**src/rtl/uart_rx_stream.sv**
```systemverilog
// uart_rx_stream: 8N1 UART receiver feeding a one-byte valid/ready holding register.
// Framing errors and overruns are reported as single-cycle pulses.
module uart_rx_stream #(
    parameter int CLOCK_RATE = 42000000,
    parameter int BAUD_RATE  = 115200
) (
    input  logic       clk,
    input  logic       rst_n,
    input  logic       rx_pin,
    output logic [7:0] rx_data,
    output logic       rx_valid,
    input  logic       rx_ready,
    output logic       rx_err,
    output logic       rx_overrun,
    output logic       rx_busy
);
    localparam int CPB   = CLOCK_RATE / BAUD_RATE;
    localparam int HALF  = CPB / 2;
    localparam int CNT_W = (CPB > 2) ? $clog2(CPB) : 1;
    localparam logic [CNT_W-1:0] CPB_LAST  = CNT_W'(CPB - 1);
    localparam logic [CNT_W-1:0] HALF_LAST = CNT_W'(HALF - 1);

    typedef enum logic [2:0] {IDLE, START, DATA, STOP, BREAK} state_t;

    state_t           state;
    logic [CNT_W-1:0] cnt;
    logic [2:0]       idx;
    logic [7:0]       shift;
    logic             sync_p0;
    logic             sync_p1;  // rxs: the only view of the line the FSM ever uses

    always_ff @(posedge clk or negedge rst_n) begin
        if (!rst_n) begin
            sync_p0    <= 1'b1;
            sync_p1    <= 1'b1;
            state      <= IDLE;
            cnt        <= '0;
            idx        <= '0;
            shift      <= '0;
            rx_data    <= '0;
            rx_valid   <= 1'b0;
            rx_err     <= 1'b0;
            rx_overrun <= 1'b0;
            rx_busy    <= 1'b0;
        end else begin
            // synchronizer stage boundary: pin -> sync_p0 -> sync_p1
            sync_p0    <= rx_pin;
            sync_p1    <= sync_p0;
            rx_err     <= 1'b0;
            rx_overrun <= 1'b0;
            if (rx_valid && rx_ready)
                rx_valid <= 1'b0;

            case (state)
                IDLE: begin
                    cnt <= '0;
                    if (!sync_p1) begin
                        state   <= START;
                        rx_busy <= 1'b1;
                    end
                end
                START: begin
                    if (cnt == HALF_LAST) begin
                        cnt <= '0;
                        if (!sync_p1) begin
                            state <= DATA;
                            idx   <= '0;
                        end else begin
                            state   <= IDLE;
                            rx_busy <= 1'b0;
                        end
                    end else begin
                        cnt <= cnt + 1'b1;
                    end
                end
                DATA: begin
                    if (cnt == CPB_LAST) begin
                        cnt   <= '0;
                        // LSB arrives first, so after eight shifts it sits in bit 0
                        shift <= {sync_p1, shift[7:1]};
                        if (idx == 3'd7)
                            state <= STOP;
                        else
                            idx <= idx + 1'b1;
                    end else begin
                        cnt <= cnt + 1'b1;
                    end
                end
                STOP: begin
                    if (cnt == CPB_LAST) begin
                        cnt <= '0;
                        if (sync_p1) begin
                            state   <= IDLE;
                            rx_busy <= 1'b0;
                            // a same-cycle accept frees the register for this byte
                            if (!rx_valid || rx_ready) begin
                                rx_data  <= shift;
                                rx_valid <= 1'b1;
                            end else begin
                                rx_overrun <= 1'b1;
                            end
                        end else begin
                            state  <= BREAK;
                            rx_err <= 1'b1;
                        end
                    end else begin
                        cnt <= cnt + 1'b1;
                    end
                end
                BREAK: begin
                    if (sync_p1) begin
                        state   <= IDLE;
                        rx_busy <= 1'b0;
                    end
                end
                default: begin
                    state   <= IDLE;
                    rx_busy <= 1'b0;
                end
            endcase
        end
    end
endmodule

```
**config.mk**
```make
export PLATFORM = sky130hd
export DESIGN_NAME = uart_rx_stream
export DESIGN_NICKNAME = d
export VERILOG_FILES = /design/src/rtl/uart_rx_stream.sv
export SDC_FILE = /design/constraint.sdc
export NUM_CORES = 1
export LEC_CHECK = 0
export BUFFER_PORTS_ARGS = -buffer_cell sky130_fd_sc_hd__buf_2
export CORE_ASPECT_RATIO = 1.4
export CORE_MARGIN = 5
export CORE_UTILIZATION = 45
export DETAILED_ROUTE_END_ITERATION = 8
export GPL_TIMING_DRIVEN = 0
export PLACE_DENSITY_LB_ADDON = 0.2
export SETUP_SLACK_MARGIN = 0.4
export SYNTH_ARGS = -nofsm -noshare
export SYNTH_HDL_FRONTEND = slang
export SYNTH_SLANG_ARGS = --single-unit
```
**constraint.sdc**
```tcl
create_clock -name clk -period 4.8 [get_ports clk]
set_clock_uncertainty 0.15 [all_clocks]
set_input_delay 0 -clock clk [delete_from_list [all_inputs] [get_ports clk]]
set_output_delay 0 -clock clk [all_outputs]
set_load 0.05 [all_outputs]
```
==> results.tsv <==
stage	metric	value	unit
outcome	status	finished, final reports clean	
cts	CTS-repair resized insts	0	
synth	largest cells by area after synthesis	dfrtp_1 50%, mux2_2 11%, nand2_1 3.7%	
pwr	Pwr per Cell Area	320	nW/um^2
setup_path	Critical Path Source	cnt[0]$_DFFE_PN0P_	
sta	highest clock rate	406	MHz
setup_path	Worst EP arrival	2.50	ns
cts	clock-pin slew on the worst setup and hold paths	0.07	ns
routing	vias per std cell	5.70	
cts	number of CTS-inserted buffers	5	
global_routing	vias in the first global route	1296	
routing	WL final	3.39	mm
layout	layout filler cell count	318	
setup_path	Critical Path Fanout Max	8	
setup_path	reg2reg end	rx_data[6]$_DFFE_PN0P_	
global_routing	first-pass GRT wire length	5.92	mm
setup_path	launch point of the worst reg-to-reg path	cnt[0]$_DFFE_PN0P_	
synth	Synth Cell Area	1740	um^2
synth	FF+latch count, synth	37	
routing	DRC	0	
synth	Synth Instances	154	
sta	hold slack	0.177	ns
global_routing	initial antenna violation count	0	
cts	TritonCTS clock tree	done	
setup_path	startpoint types	flop	
global_routing	Total GRT Usage	0.139	
cts	H-tree depth	2	
sta	Slew HR	0.467	
layout	diode count	0	
layout	commonest non-fill, non-tap cell in the layout	dfrtp_1	
routing	via count	1266	
floorplan	Die W	62.5	um
synth	Syn. warnings	0	
sta	worst slew pin tran	0.800	ns
routing	post-route ant nets	0	
sta	Tmin final	2.46	ns
cts	CTS Buffer Depth	2	
layout	P&R area growth vs syn	17.0	%
sta	RSZ-0062 raised after global routing	no	
global_routing	largest net degree at the start of global routing	38	
pwr	Max VDD drop	0.297	mV
cts	later-pin clock latency in the skew report	0.30	ns
routing	routed len/inst	15.3	um
sta	period utilization	0.513	
floorplan	initial core utilization	0.472	
floorplan	# IOs	16	
synth	Synth top area share	0.505	
layout	highest-count cells in the layout ignoring fill and taps	35 x dfrtp_1, 17 x nand2_1, 17 x buf_2, 17 x mux2_2, 11 x o21ai_0	
cts	CTS root buffer	clkbuf_8	
placement	post-detail-place hpwl	2.40	mm
sta	setup violators final	0	
setup_path	Reg2Reg Depth	6	
worst_hold_path	min-delay worst type	in -> async	
synth	part of the Yosys area used for sequential elements	0.535	
synth	syn_nets	162	
sta	Max Slew Vio Count	0	
setup_path	Critical Path End Type	flop	
placement	RePlAce Congestion	0.824	
setup_path	critical setup path kind	reg -> reg	
synth	Mapped Avg Cell Area	11.3	um^2
layout	final net count	187	
setup_path	Worst EP required	4.83	ns
floorplan	die area	5220	um^2
placement	port buffer count	15	
floorplan	die height	83.5	um
sta	Final Hold Vio Count	0	
sta	Setup TNS	0	ns
global_routing	total gr overflow	0	
setup_path	R2R Setup Slk	2.34	ns
flow_run	max-cap violations	0	
layout	share of layout cells above drive strength 1	0.267	
floorplan	core area	3680	um^2
routing	First-pass DRT Iterations	4	
pwr	Leakage	0.957	nW
floorplan	Row Count	26	
routing	Starting DRT DRC Count	46	
cts	Sink Count	37	
synth	Synth area leader	dfrtp_1	
synth	number of library cell types mapped by synthesis	37	
[routing by layer]
layer	global-route usage	up-vias	routed length (um)	share of wire
met1	0.162	625	1450	0.43
met2	0.229	27	1740	0.51
met5	0	-	0	0
met3	0.0364	6	127	0.037
met4	0.0734	0	74	0.022
li1	-	608	-	-
[stage by stage]
step | power, mW | utilization | setup slack, ns | cells | area [um^2]
detailed placement | 0.329 | 0.507 | 2.32 | 211 | 1860
finish | 0.650 | 0.552 | 2.34 | 222 | 2030
CTS | 0.657 | 0.552 | 2.30 | 222 | 2030
global route | 0.675 | 0.552 | 2.18 | 222 | 2030
floorplan | 0.322 | - | 2.55 | 154 | 1740
global placement | 0.329 | 0.507 | 2.32 | 211 | 1860
[cell families (layout without fill, tap and decap cells)]
logic type | count (synthesis) | after routing | synth area share
buffers and inverters | 11 | 37 | 0.0252
multiplexers | 17 | 17 | 0.110
AO/OA/AOI/OAI | 31 | 31 | 0.116
AND/OR/NAND/NOR | 52 | 52 | 0.174
XOR/XNOR | 1 | 1 | 0.00505
flip-flops | 37 | 37 | 0.535
adder cells (fa/ha/maj) | 5 | 5 | 0.0346
[worst max-delay path, stage by stage, from the launching register on]
cell and delay [ns]:
dfrtp_1 0.44, ha_1 0.25, nand2b_1 0.09, or4_1 0.46
buf_2 0.18, nor3b_4 0.40, mux2_2 0.39
[how the worst max path moves through the flow]
stage	end	slack, ns
floorplan	rx_data[0]$_DFFE_PN0P_	2.55
global placement	rx_data[0]$_DFFE_PN0P_	2.32
detailed placement	rx_data[6]$_DFFE_PN0P_	2.32
CTS	rx_data[6]$_DFFE_PN0P_	2.30
global route	rx_data[6]$_DFFE_PN0P_	2.18
finish	rx_data[6]$_DFFE_PN0P_	2.34
[sequential cells by signal, summed over array words and instances (netlist names)]
register,cells
cnt,9
rx_err,1
sync_p1,1
state,3
rx_valid,1
rx_busy,1
sync_p0,1
shift,8
idx,3
rx_data,8
rx_overrun,1
[power breakdown]
part	internal (mW)	switching, mW
registers	0.313	0.000209
clock network	0.209	0.116
logic	0.00338	0.00790
[final cells by class]
| cell class | instances | area, um^2 | area share |
|---|---|---|---|
| Clock buffer | 5 | 68.8 | 0.0339 |
| Sequential cell | 37 | 928 | 0.457 |
| Clock inverter | 3 | 68.8 | 0.0339 |
| Tap cell | 42 | 52.6 | 0.0259 |
| Timing Repair Buffer | 18 | 105 | 0.0518 |
| Buffer | 6 | 25.0 | 0.0123 |
| Multi-Input combinational cell | 106 | 763 | 0.376 |
| Inverter | 5 | 18.8 | 0.00924 |
[repair_timing]
action | in CTS | in global routing
hold buffers | 3 | 0
setup buffers | 0 | 0
endpoints found under the hold margin | 38 | 0
[synthesized netlist by cell type]
library cell,instances
and4b_1,2
nor4bb_1,1
o41ai_1,1
a31oi_1,1
a311o_1,1
mux2_2,17
clkbuf_1,4
dfstp_2,2
nand2b_1,3
or4_1,1
a22o_1,2
buf_2,2
o21ai_0,11
xnor2_1,1
or2_2,1
ha_1,4
nor2b_1,2
o22ai_1,2
inv_1,5
a22oi_1,1
nor3_4,1
o32a_1,1
a21oi_1,4
nor4_1,3
nor3b_4,1
nor3_1,7
nand3b_1,1
and4bb_2,1
dfrtp_1,35
nand2_1,17
o211ai_1,4
nand3_1,4
nor2_1,5
a2111oi_0,1
nor3b_1,2
maj3_1,1
o21a_1,2
No activity file was read; power rests on OpenSTA's default activity.
